<file path="src/rtl/rom_read_arbiter.sv">
// Two-port read arbiter in front of a single-port image ROM. Port 0 (pixel fetch)
// has priority, and a starvation guard bounds how long port 1 can wait.
module rom_read_arbiter #(
  parameter int ADDR_W   = 19,
  parameter int DATA_W   = 12,
  parameter int LAT      = 1,
  parameter int MAX_WAIT = 8
) (
  input  logic              clk,
  input  logic              rst_n,
  input  logic              req0,
  input  logic [ADDR_W-1:0] addr0,
  output logic              gnt0,
  output logic              vld0,
  input  logic              req1,
  input  logic [ADDR_W-1:0] addr1,
  output logic              gnt1,
  output logic              vld1,
  output logic [ADDR_W-1:0] rom_addr,
  input  logic [DATA_W-1:0] rom_data,
  output logic [DATA_W-1:0] rd_data
);

  localparam logic [7:0] MAX_WAIT_C = 8'(MAX_WAIT);

  logic [7:0]        wait_cnt_q, wait_cnt_d;
  logic [LAT-1:0]    tag_vld_q, tag_vld_d;
  logic [LAT-1:0]    tag_port_q, tag_port_d;
  logic              vld0_q, vld0_d;
  logic              vld1_q, vld1_d;
  logic [DATA_W-1:0] rd_data_q, rd_data_d;
  logic              force_s;

  // Arbitration: a starved port 1 beats port 0; otherwise port 0 has priority.
  always_comb begin
    gnt0     = 1'b0;
    gnt1     = 1'b0;
    rom_addr = '0;
    force_s  = req1 && (wait_cnt_q >= MAX_WAIT_C);
    if (!rst_n) begin
      gnt0 = 1'b0;
      gnt1 = 1'b0;
    end else if (force_s) begin
      gnt1 = 1'b1;
    end else if (req0) begin
      gnt0 = 1'b1;
    end else if (req1) begin
      gnt1 = 1'b1;
    end else begin
      gnt0 = 1'b0;
      gnt1 = 1'b0;
    end
    if (gnt0) begin
      rom_addr = addr0;
    end else if (gnt1) begin
      rom_addr = addr1;
    end else begin
      rom_addr = '0;
    end
  end

  // Next state: starvation counter, tag shift register and return register.
  always_comb begin
    wait_cnt_d = wait_cnt_q;
    tag_vld_d  = tag_vld_q;
    tag_port_d = tag_port_q;
    vld0_d     = 1'b0;
    vld1_d     = 1'b0;
    rd_data_d  = rd_data_q;

    if (!req1 || gnt1) begin
      wait_cnt_d = 8'd0;
    end else if (wait_cnt_q < MAX_WAIT_C) begin
      wait_cnt_d = wait_cnt_q + 8'd1;
    end else begin
      wait_cnt_d = wait_cnt_q;
    end

    for (int i = LAT - 1; i > 0; i--) begin
      tag_vld_d[i]  = tag_vld_q[i-1];
      tag_port_d[i] = tag_port_q[i-1];
    end
    tag_vld_d[0]  = gnt0 | gnt1;
    tag_port_d[0] = gnt1;

    // The last tag stage lines up with the cycle douta is valid.
    if (tag_vld_q[LAT-1]) begin
      rd_data_d = rom_data;
      vld0_d    = !tag_port_q[LAT-1];
      vld1_d    = tag_port_q[LAT-1];
    end else begin
      rd_data_d = rd_data_q;
      vld0_d    = 1'b0;
      vld1_d    = 1'b0;
    end
  end

  // State registers with synchronous active-low reset.
  always_ff @(posedge clk) begin
    if (!rst_n) begin
      wait_cnt_q <= 8'd0;
      tag_vld_q  <= '0;
      tag_port_q <= '0;
      vld0_q     <= 1'b0;
      vld1_q     <= 1'b0;
      rd_data_q  <= '0;
    end else begin
      wait_cnt_q <= wait_cnt_d;
      tag_vld_q  <= tag_vld_d;
      tag_port_q <= tag_port_d;
      vld0_q     <= vld0_d;
      vld1_q     <= vld1_d;
      rd_data_q  <= rd_data_d;
    end
  end

  assign vld0    = vld0_q;
  assign vld1    = vld1_q;
  assign rd_data = rd_data_q;

endmodule

</file>
<file path="config.mk">
export PLATFORM = sky130hd
export DESIGN_NAME = rom_read_arbiter
export DESIGN_NICKNAME = d
export VERILOG_FILES = /design/src/rtl/rom_read_arbiter.sv
export SDC_FILE = /design/constraint.sdc
export NUM_CORES = 1
export LEC_CHECK = 0
export CAP_MARGIN = 20
export CORE_ASPECT_RATIO = 2
export CORE_MARGIN = 2
export CORE_UTILIZATION = 36
export DETAILED_ROUTE_END_ITERATION = 16
export PLACE_DENSITY = 0.82
export RECOVER_POWER = 100
export REMOVE_ABC_BUFFERS = 1
export SLEW_MARGIN = 5
export SYNTH_ARGS = -nofsm -noshare
export SYNTH_HDL_FRONTEND = slang
export SYNTH_SLANG_ARGS = --single-unit
</file>
<file path="constraint.sdc">
create_clock -name clk -period 2.5 [get_ports clk]
set_input_delay 0.25 -clock clk [delete_from_list [all_inputs] [get_ports clk]]
set_output_delay 0.25 -clock clk [all_outputs]
set_load 0.02 [all_outputs]
</file>
==> results.tsv, run 1 <==
metric	value	unit
cp_slowest_cell	sky130_fd_sc_hd__clkdlybuf4s50_1	
routed_wirelength	3082	µm
achievable-frequency	409.4	MHz
synth.cell_area	1170	µm²
run_status	complete, no violations	
rr_endpoint	wait_cnt_q[3]	
final_nets	291	
fp.coreArea	3120	µm²
min_period	2.442	ns
maxCapViolCount	0	
worstSetupPathType	input port to output pin	
postCtsSetupRepairBufs	0	
total_congestion_overflow	0	
final-max-slew-violation-count	0	
most_used_cells_in_the_layout_excluding_fill_and_tap_cells	sky130_fd_sc_hd__clkdlybuf4s50_1 (65), sky130_fd_sc_hd__nand2_1 (40), sky130_fd_sc_hd__dfxtp_1 (24), sky130_fd_sc_hd__o22ai_1 (19), sky130_fd_sc_hd__dlygate4sd3_1 (16)	
cts_inserted_buffers	3	
synth_sequential_area_ratio	41.07	%
reg2reg_path_depth	3	
cts-root-buf	sky130_fd_sc_hd__clkbuf_8	
postSynthRegisterBits	24	
drcViolationCount	0	
avgViaCountPerCell	4.890	
path_cells	clkdlybuf4s50_1 -> or4b_4 -> o21ai_4 -> buf_12 -> o22ai_1 -> clkdlybuf4s50_1	
cts.reportedPaths.clkPinSlew	0.08	ns
synthesized_netlist_cell_count	144	
tns_setup	0	ns
antenna_found_initial	0	
via_count	1291	
avgSynthCellArea	8.124	µm²
firstDrtPassIters	4	
die_w	44.31	µm
synth.lib_cells_used.distinct	22	
placed_cell_area	2108	µm²
most_common_library_cell_in_the_layout_ignoring_fill_and_taps	sky130_fd_sc_hd__clkdlybuf4s50_1	
critPathLaunchType	input port	
cts_htree_levels	1	
irDropWorstVdd	0.2663	mV
final_hold_viol_count	0	
regToRegSetupSlack	1.03	ns
finClkSkew	0.001393	ns
first_iter_violations	15	
tritoncts	done	
critical-path-top-cell-by-count	sky130_fd_sc_hd__clkdlybuf4s50_1	
grt_pass1_vias	1199	
grt_usage	17.15	%
antenna_violating_nets_post_route	0	
cts.hold.buffers_added	0	
antenna_cells_inserted	0	
crit-reg2reg-launch	wait_cnt_q[5]	
pwr_density_cell	426.0	nW/µm²
critical_path_arrival	2.19	ns
die_area	3750	µm²
n_fill_cell	253	
post-route-util	68.00	%
multi_input_comb_area	640.6	µm²
detail_route.wl_per_cell	11.67	µm
initial_utilization	37.49	%
critPathMaxFanout	19	
gp_congestion	0.7542	
grt_setup_unrepaired	no	
critPathRequiredTime	2.25	ns
ioPinCount	89	
cts-resized-gates	3	
timing.hold.worst.class	flip-flop to flip-flop	
final-setup-viol-count	0	
chipHeight	84.62	µm
worstSetupEndpointType	output pin	
min_from	tag_port_q	
timing_worst_slew_pin_value	0.7248	ns
drive_gt1_share	5.579	%
post-layout-total-power	0.0009039	W
total_leakage_power	0.8858	nW
grt_max_degree	32	
hold_path_end	vld0	
timing.slew.headroom	51.62	%
finalInstanceArea	2122	µm²
synth.yosys.warnings	0	
register_area	480.5	µm²
period_share	97.69	%
syn_to_final_growth	81.39	%
first_pass_grt_wire_length	4912	µm
clkLatencyLatePin	0.26	ns
number_of_cells_on_the_worst_hold_path	1	
port_buffers	88	
dp.final_hpwl	2465	µm
critical-path-max-stage-delay	0.56	ns
core.rowCount	29	
clock-sinks	24	
clock_tree.buffer_depth	2	
cells in the mapped netlist:
| library cell | n | area share, % |
|---|---|---|
| sky130_fd_sc_hd__and3_1 | 1 | 0.54 |
| sky130_fd_sc_hd__conb_1 | 1 | 0.32 |
| sky130_fd_sc_hd__mux2i_1 | 12 | 10 |
| sky130_fd_sc_hd__ha_1 | 2 | 2.1 |
| sky130_fd_sc_hd__buf_6 | 1 | 0.96 |
| sky130_fd_sc_hd__xnor2_1 | 1 | 0.75 |
| sky130_fd_sc_hd__inv_1 | 3 | 0.96 |
| sky130_fd_sc_hd__or3_4 | 1 | 0.96 |
| sky130_fd_sc_hd__nor4b_1 | 1 | 0.75 |
| sky130_fd_sc_hd__clkbuf_1 | 9 | 2.9 |
| sky130_fd_sc_hd__nand2_1 | 40 | 13 |
| sky130_fd_sc_hd__o21a_1 | 1 | 0.64 |
| sky130_fd_sc_hd__or2_2 | 1 | 0.54 |
| sky130_fd_sc_hd__buf_2 | 1 | 0.43 |
| sky130_fd_sc_hd__o21ai_4 | 1 | 1.4 |
| sky130_fd_sc_hd__nor2b_1 | 14 | 7.5 |
| sky130_fd_sc_hd__or4b_4 | 1 | 1.2 |
| sky130_fd_sc_hd__o22ai_1 | 19 | 10 |
| sky130_fd_sc_hd__dfxtp_1 | 24 | 41 |
| sky130_fd_sc_hd__nor2_1 | 6 | 1.9 |
| sky130_fd_sc_hd__a21oi_1 | 3 | 1.3 |
| sky130_fd_sc_hd__a31oi_1 | 1 | 0.54 |
cell type report:
class	instances	share of cell area, %
Clock buffer	3	1.946
Inverter	3	0.5307
Multi-Input combinational cell	109	30.19
Sequential cell	24	22.64
Tap cell	31	1.828
Timing Repair Buffer	94	42.87
where the power goes:
part	switching [W]	internal, W
Clock	0.000108	0.000107
Sequential	0.0000141	0.000400
Combinational	0.000115	0.000159
Total	0.000237	0.000667
critical path: cells and delay by family:
family / cells / cell delay [ns]
AO/OA/AOI/OAI: 2 / 0.25
AND/OR/NAND/NOR: 1 / 0.48
buffers and inverters: 3 / 1.20
worst max-delay path by stage:
| stage | startpoint | cells past startpoint | slack, ns | end |
|---|---|---|---|---|
| after CTS | req0 | 7 | 0.009 | rom_addr[4] |
| after global routing | req0 | 6 | 0.002 | rom_addr[2] |
| after detailed placement | req0 | 7 | -0.01 | rom_addr[9] |
| final | req0 | 6 | 0.06 | rom_addr[2] |
| after global placement | req0 | 7 | 0.003 | gnt0 |
| after floorplan | wait_cnt_q[5] | 3 | 0.69 | rom_addr[0] |
registers in the layout, summed over array words and instances (netlist names):
name	count
vld1	1
vld0	1
wait_cnt_q	8
rd_data	12
tag_port_q	1
tag_vld_q	1
stage by stage:
step / cells / setup slack (ns) / hold WS (ns)
2_1_floorplan: 136 / 0.6931 / 0.3602
3_3_place_gp: 261 / 0.002633 / 0.3925
3_5_place_dp: 261 / -0.01008 / 0.4010
4_1_cts: 264 / 0.009372 / 0.4133
5_1_grt: 264 / 0.002013 / 0.4206
6_report: 264 / 0.05767 / 0.4129
cells by family (layout without fill, tap and decap cells):
group / Yosys count / in the layout / share of synthesized area (%)
mux: 12 / 12 / 10.27
fa+ha+maj: 2 / 2 / 2.139
xor+xnor: 1 / 1 / 0.7488
flops: 24 / 24 / 41.07
other cells: 1 / 4 / 0.3205
compound gates: 25 / 25 / 14.01
buf+inv: 14 / 100 / 5.240
simple gates: 65 / 65 / 26.20
routing by layer:
metal	GRT usage, %	part of all wire (%)
met1	18.00	35
met2	30.35	54
met3	2.796	8.5
met4	9.642	2.3
met5	0	0
Note: power is estimated with default switching activity, not from simulation.
==> run 2: changes to the inputs <==
--- a/config.mk
+++ b/config.mk
@@ -10,7 +10,7 @@
 export CORE_MARGIN = 2
 export CORE_UTILIZATION = 36
 export DETAILED_ROUTE_END_ITERATION = 16
-export PLACE_DENSITY = 0.82
+export PLACE_DENSITY = 0.85
 export RECOVER_POWER = 100
 export REMOVE_ABC_BUFFERS = 1
 export SLEW_MARGIN = 5
==> run 2 against run 1 <==
- critical path depth is the same
- power grew 11%
- clock power grew 54%
- clock-buffer cell count is the same
- non-clock buffer count shrank 1
- combinational power shrank 7.3%
- highest routed layer unchanged
==> results.tsv, run 2 (synthesis gave the netlist of run 1 again) <==
metric	value	unit	change
gp_congestion	0.8238		+9.2%
cts_htree_levels	1		unchanged
most_used_cells_in_the_layout_excluding_fill_and_tap_cells	sky130_fd_sc_hd__clkdlybuf4s50_1 (54), sky130_fd_sc_hd__nand2_1 (40), sky130_fd_sc_hd__dfxtp_1 (24), sky130_fd_sc_hd__o22ai_1 (19), sky130_fd_sc_hd__clkbuf_1 (19)		
final_hold_viol_count	0		unchanged
cp.buffers_inverters	3		unchanged
final-setup-viol-count	0		unchanged
critPathRequiredTime	2.25	ns	about the same
cellInternalPower	0.0007553	W	+13%
register_area	480.5	µm²	unchanged
antenna_cells_inserted	0		unchanged
critPathLaunchType	input port		
grt_setup_unrepaired	no		
min_period	2.350	ns	-0.09189 ns
grt_max_degree	33		+3.1%
die_w	44.31	µm	unchanged
total_leakage_power	0.8462	nW	-4.5%
avgViaCountPerCell	4.837		-1.1%
drcViolationCount	0		unchanged
final-max-slew-violation-count	0		unchanged
cp_slowest_cell	sky130_fd_sc_hd__clkdlybuf4s50_1		
dp.final_hpwl	2581	µm	+4.7%
firstDrtPassIters	3		-1
clock_tree.buffer_depth	2		unchanged
critical_path_arrival	2.10	ns	-0.09 ns
die_area	3750	µm²	unchanged
most_common_library_cell_in_the_layout_ignoring_fill_and_taps	sky130_fd_sc_hd__clkdlybuf4s50_1		
via_count	1277		-1.1%
net-switching-power	0.0002449	W	+3.3%
clkLatencyLatePin	0.26	ns	about the same
critical-path-max-stage-delay	0.62	ns	+0.06 ns
finClkSkew	0.0006303	ns	-0.0007622 ns
multi_input_comb_area	636.9	µm²	-0.59%
cp_top_family	buffers and inverters		
detail_route.wl_per_cell	11.91	µm	+2.0%
worstSetupPathType	input port to output pin		
maxCapViolCount	0		unchanged
grt_usage	18.30	%	+1.1 points
cts.reportedPaths.clkPinSlew	0.08	ns	about the same
achievable-frequency	425.5	MHz	+3.9%
cts-root-buf	sky130_fd_sc_hd__clkbuf_8		
ioPinCount	89		unchanged
cts-resized-gates	1		-2
core.rowCount	29		unchanged
chipHeight	84.62	µm	unchanged
path_cells	clkdlybuf4s50_1 -> nor4b_2 -> a21oi_1 -> buf_4 -> nor2b_1 -> clkdlybuf4s50_1		
cts.hold.buffers_added	0		unchanged
first_iter_violations	3		-12
antenna_found_initial	0		unchanged
timing_worst_slew_pin_value	0.7418	ns	+0.01702 ns
drive_gt1_share	5.150	%	-0.43 points
routed_wirelength	3145	µm	+2.0%
cts_inserted_buffers	3		unchanged
switching_share	24.49	%	-1.7 points
postCtsSetupRepairBufs	0		unchanged
port_buffers	88		unchanged
initial_utilization	37.49	%	unchanged
critPathMaxFanout	20		+1
worstSetupEndpointType	output pin		
period_share	94.02	%	-3.7 points
n_fill_cell	284		+12%
timing.hold.worst.class	flip-flop to flip-flop		
tritoncts	done		
clock_power_share	33.1	%	+9.3 points
tns_setup	0	ns	unchanged
post-layout-total-power	0.001000	W	+11%
clock-sinks	24		unchanged
largest_reg_flops	12		unchanged
syn_to_final_growth	75.29	%	
final_nets	290		-0.34%
critical-path-top-cell-by-count	sky130_fd_sc_hd__clkdlybuf4s50_1		
irDropWorstVdd	0.3400	mV	+28%
fp.coreArea	3120	µm²	unchanged
antenna_violating_nets_post_route	0		unchanged
grt_pass1_vias	1288		+7.4%
timing.slew.headroom	50.48	%	-1.1 points
total_congestion_overflow	0		unchanged
pwr_density_cell	487.7	nW/µm²	+15%
first_pass_grt_wire_length	5168	µm	+5.2%
run_status	complete, no violations		
power.combinational.fraction	25.5	%	-4.9 points
power_frac_seq	41.4	%	-4.5 points
==> run 2: cell count changes in the layout (fill, tap and decap cells not counted) <==
| cell | previous run | this run |
|---|---|---|
| sky130_fd_sc_hd__clkbuf_1 | 4 | 19 |
| sky130_fd_sc_hd__buf_4 | 5 | 4 |
| sky130_fd_sc_hd__or4b_4 | 1 | 0 |
| sky130_fd_sc_hd__clkdlybuf4s50_1 | 65 | 54 |
| sky130_fd_sc_hd__bufinv_16 | 0 | 1 |
| sky130_fd_sc_hd__dlygate4sd3_1 | 16 | 15 |
| sky130_fd_sc_hd__or4b_1 | 0 | 1 |
| sky130_fd_sc_hd__dlygate4sd2_1 | 3 | 0 |
==> run 2: area by class of cell <==
cell class / instances / share of cell area, %
multi-input combinational: 109 / 31.06
tap: 31 / 1.891
clock buffer: 3 / 2.013
sequential: 24 / 23.43
inverter: 3 / 0.5491
timing repair buffer: 93 / 39.60
clock inverter: 1 / 1.464
==> run 2: per-layer routing <==
layer / wire length (µm) / track usage [%] / share of wire (%) / vias to the layer above
met4: 58 / 8.264 / 1.8 / 0
li1: - / - / - / 657
met3: 254 / 6.022 / 8.1 / 4
met5: 0 / 0 / 0 / -
met2: 1785 / 34.63 / 57 / 64
met1: 1047 / 16.07 / 33 / 552
==> run 2: path summary, 6_finish.rpt <==
check	start	end	slack, ns	cells past startpoint
min	tag_port_q	vld0	0.42	1
max	req0	gnt0	0.15	6
min reg2reg	tag_port_q	vld0	0.42	1
max reg2reg	wait_cnt_q[5]	wait_cnt_q[1]	0.99	3
==> run 2: per-stage QoR <==
step	instances	utilization [%]	cell area, µm²	setup WS, ns	hold slack, ns
finish	264	65.72	2051	0.1496	0.4152
CTS	264	69.81	2178	0.01521	0.4166
detailed placement	260	67.32	2101	-0.03406	0.4044
floorplan	136	-	1131	0.6931	0.3602
global placement	260	67.32	2101	0.01692	0.3912
global route	264	65.72	2051	0.01497	0.4245
==> run 2: power by group through the flow <==
stage | Sequential (W) | Clock [W] | Combinational, W
final | 0.000415 | 0.000331 | 0.000255
after floorplan | 0.000437 | 0 | 0.0000928
after CTS | 0.000416 | 0.000338 | 0.000288
after global placement | 0.000423 | 0 | 0.000285
after global routing | 0.000417 | 0.000357 | 0.000277
after detailed placement | 0.000424 | 0 | 0.000286
==> run 3: changes to the inputs <==
--- a/config.mk
+++ b/config.mk
@@ -5,7 +5,6 @@
 export SDC_FILE = /design/constraint.sdc
 export NUM_CORES = 1
 export LEC_CHECK = 0
-export CAP_MARGIN = 20
 export CORE_ASPECT_RATIO = 2
 export CORE_MARGIN = 2
 export CORE_UTILIZATION = 36
==> constraint.sdc (replaced) <==
create_clock -name clk -period 2.5 [get_ports clk]
set_input_delay 0.25 -clock clk [delete_from_list [all_inputs] [get_ports clk]]
set_output_delay 0.25 -clock clk [all_outputs]
set_load 0.01 [all_outputs]
==> run 3 against run 2 <==
- setup slack lost 0.087 ns
- first-iteration DRC count grew to 4.3 times the previous value
- worst hold slack lost 0.0083 ns
- largest cell class unchanged
- global-route usage shrank 0.45 points
- clock skew grew 0.0013 ns
==> results.tsv, run 3 (synthesis gave the netlist of run 1 again) <==
metric	value	unit	change
run_status	complete, no violations		
grt_busiest_layer	met2		
final_cells	264		unchanged
detail_route.wl_per_cell	12.03	µm	+0.95%
port_buffers	88		unchanged
tns_setup	0	ns	unchanged
post-route-util	68.97	%	+3.2 points
reg2reg_path_depth	3		unchanged
firstDrtPassIters	3		unchanged
total_congestion_overflow	0		unchanged
avgViaCountPerCell	4.867		+0.63%
met3_usage	4.516	%	-1.5 points
die_w	44.31	µm	unchanged
worstSetupPathType	input port to output pin		
routed_wirelength	3175	µm	+0.95%
period_share	97.51	%	+3.5 points
grt_max_degree	33		unchanged
regToRegSetupSlack	1.04	ns	+0.05 ns
cts.hold.buffers_added	0		unchanged
drive_gt1_share	5.579	%	+0.43 points
grt_usage	17.84	%	-0.45 points
first_pass_grt_wire_length	5188	µm	+0.39%
grt_util_met1	16.09	%	+0.021 points
antenna_cells_inserted	0		unchanged
path_cells	clkdlybuf4s50_1 -> or4b_4 -> o21ai_2 -> buf_12 -> o22ai_1 -> clkdlybuf4s50_1		
cts-root-buf	sky130_fd_sc_hd__clkbuf_8		
ioPinCount	89		unchanged
cts_htree_levels	1		unchanged
n_fill_cell	247		-13%
cts.reportedPaths.clkPinSlew	0.07	ns	about the same
initial_utilization	37.49	%	unchanged
critPathLaunchType	input port		
most_used_cells_in_the_layout_excluding_fill_and_tap_cells	sky130_fd_sc_hd__clkdlybuf4s50_1 (70), sky130_fd_sc_hd__nand2_1 (40), sky130_fd_sc_hd__dfxtp_1 (24), sky130_fd_sc_hd__o22ai_1 (19), sky130_fd_sc_hd__dlygate4sd3_1 (17)		
chipHeight	84.62	µm	unchanged
antenna_found_initial	0		unchanged
drcViolationCount	0		unchanged
achievable-frequency	410.2	MHz	-3.6%
post-layout-total-power	0.0009124	W	-8.8%
fp.coreArea	3120	µm²	unchanged
critical-path-top-cell-by-count	sky130_fd_sc_hd__clkdlybuf4s50_1		
most_common_library_cell_in_the_layout_ignoring_fill_and_taps	sky130_fd_sc_hd__clkdlybuf4s50_1		
grt_setup_unrepaired	no		
final_hold_viol_count	0		unchanged
core.rowCount	29		unchanged
cp_slowest_cell	sky130_fd_sc_hd__clkdlybuf4s50_1		
finClkSkew	0.001939	ns	+0.001309 ns
timing.slew.headroom	52.03	%	+1.5 points
placed_cells	260		unchanged
worst_hold_slack	0.4070	ns	-0.008263 ns
worstSetupEndpointType	output pin		
final_nets	290		unchanged
cts_inserted_buffers	3		unchanged
clkLatencyLatePin	0.25	ns	about the same
final-max-slew-violation-count	0		unchanged
gp_congestion	0.8225		-0.16%
grt_pass1_vias	1313		+1.9%
via_count	1285		+0.63%
critPathRequiredTime	2.25	ns	about the same
clock_tree.buffer_depth	2		unchanged
hold_path_end	vld0		
min_from	tag_port_q		
die_area	3750	µm²	unchanged
pwr_density_cell	424.0	nW/µm²	-13%
antenna_violating_nets_post_route	0		unchanged
maxCapViolCount	0		unchanged
critical_path_arrival	2.19	ns	+0.09 ns
number_of_cells_on_the_worst_hold_path	1		unchanged
rr_endpoint	wait_cnt_q[3]		
critPathMaxFanout	19		-5.0%
largest_reg_flops	12		unchanged
clock-sinks	24		unchanged
min_period	2.438	ns	+0.08724 ns
total_leakage_power	0.9036	nW	+6.8%
syn_to_final_growth	83.96	%	
crit-reg2reg-launch	wait_cnt_q[5]		
irDropWorstVdd	0.2758	mV	-19%
timing.hold.worst.class	flip-flop to flip-flop		
postCtsSetupRepairBufs	0		unchanged
grtUsageMet2	34.63	%	unchanged
tritoncts	done		
dp.final_hpwl	2615	µm	+1.3%
first_iter_violations	13		+10
timing_worst_slew_pin_value	0.7186	ns	-0.02315 ns
critical-path-max-stage-delay	0.51	ns	-0.11 ns
final-setup-viol-count	0		unchanged
run 3: cell types whose count changed in the layout (fill, tap and decap cells not counted), sizes merged:
cell,before,now
dlymetal6s2s,0,1
clkdlybuf4s50,54,70
dlygate4sd3,15,17
bufinv,1,0
clkbuf,22,4
run 3: final cells by class:
cell class	count	area (µm²)	share of cell area [%]
inverters	3	11.26	0.5233
clock buffers	4	55.05	2.558
well taps	31	38.79	1.802
multi-input cells	109	633.1	29.42
flip-flops and latches	24	480.5	22.33
repair buffers	93	933.4	43.37
run 3: routing by layer:
metal | vias to the layer above | wire length, µm | part of all wire, %
met4 | 0 | 62 | 2.0
met5 | - | 0 | 0
li1 | 656 | - | -
met2 | 64 | 1815 | 57
met1 | 561 | 1028 | 32
met3 | 4 | 269 | 8.5
run 3: stage by stage:
step / setup WS, ns / instance area (µm²)
6_report: 0.06232 / 2152
5_1_grt: 0.002583 / 2152
4_1_cts: 0.04176 / 2156
3_5_place_dp: 0.04375 / 2101
3_3_place_gp: 0.08280 / 2101
2_1_floorplan: 0.8203 / 1131
run 3: what timing repair did:
item	in CTS	in global routing
hold endpoints to repair	0	0
gates resized for setup	0	2
setup endpoints to repair	0	18
run 3: how the worst max path moves through the flow:
stage,startpoint,to,slack (ns),cells past startpoint
after global routing,req0,rom_addr[7],0.003,6
final,req0,rom_addr[13],0.06,6
after detailed placement,req0,rom_addr[13],0.04,6
after CTS,req0,rom_addr[12],0.04,6
after floorplan,req0,rom_addr[0],0.82,3
after global placement,req0,rom_addr[13],0.08,6
run 3: critical path: cells and delay by family:
family	cells	cell delay, ns
compound gates	2	0.27
simple gates	1	0.48
buf+inv	3	1.18
run 3: power breakdown:
group          internal (W)  total, W  switching [W]
Sequential         0.000400  0.000415      0.0000147
Combinational      0.000164  0.000252      0.0000886
Clock              0.000140  0.000245       0.000105
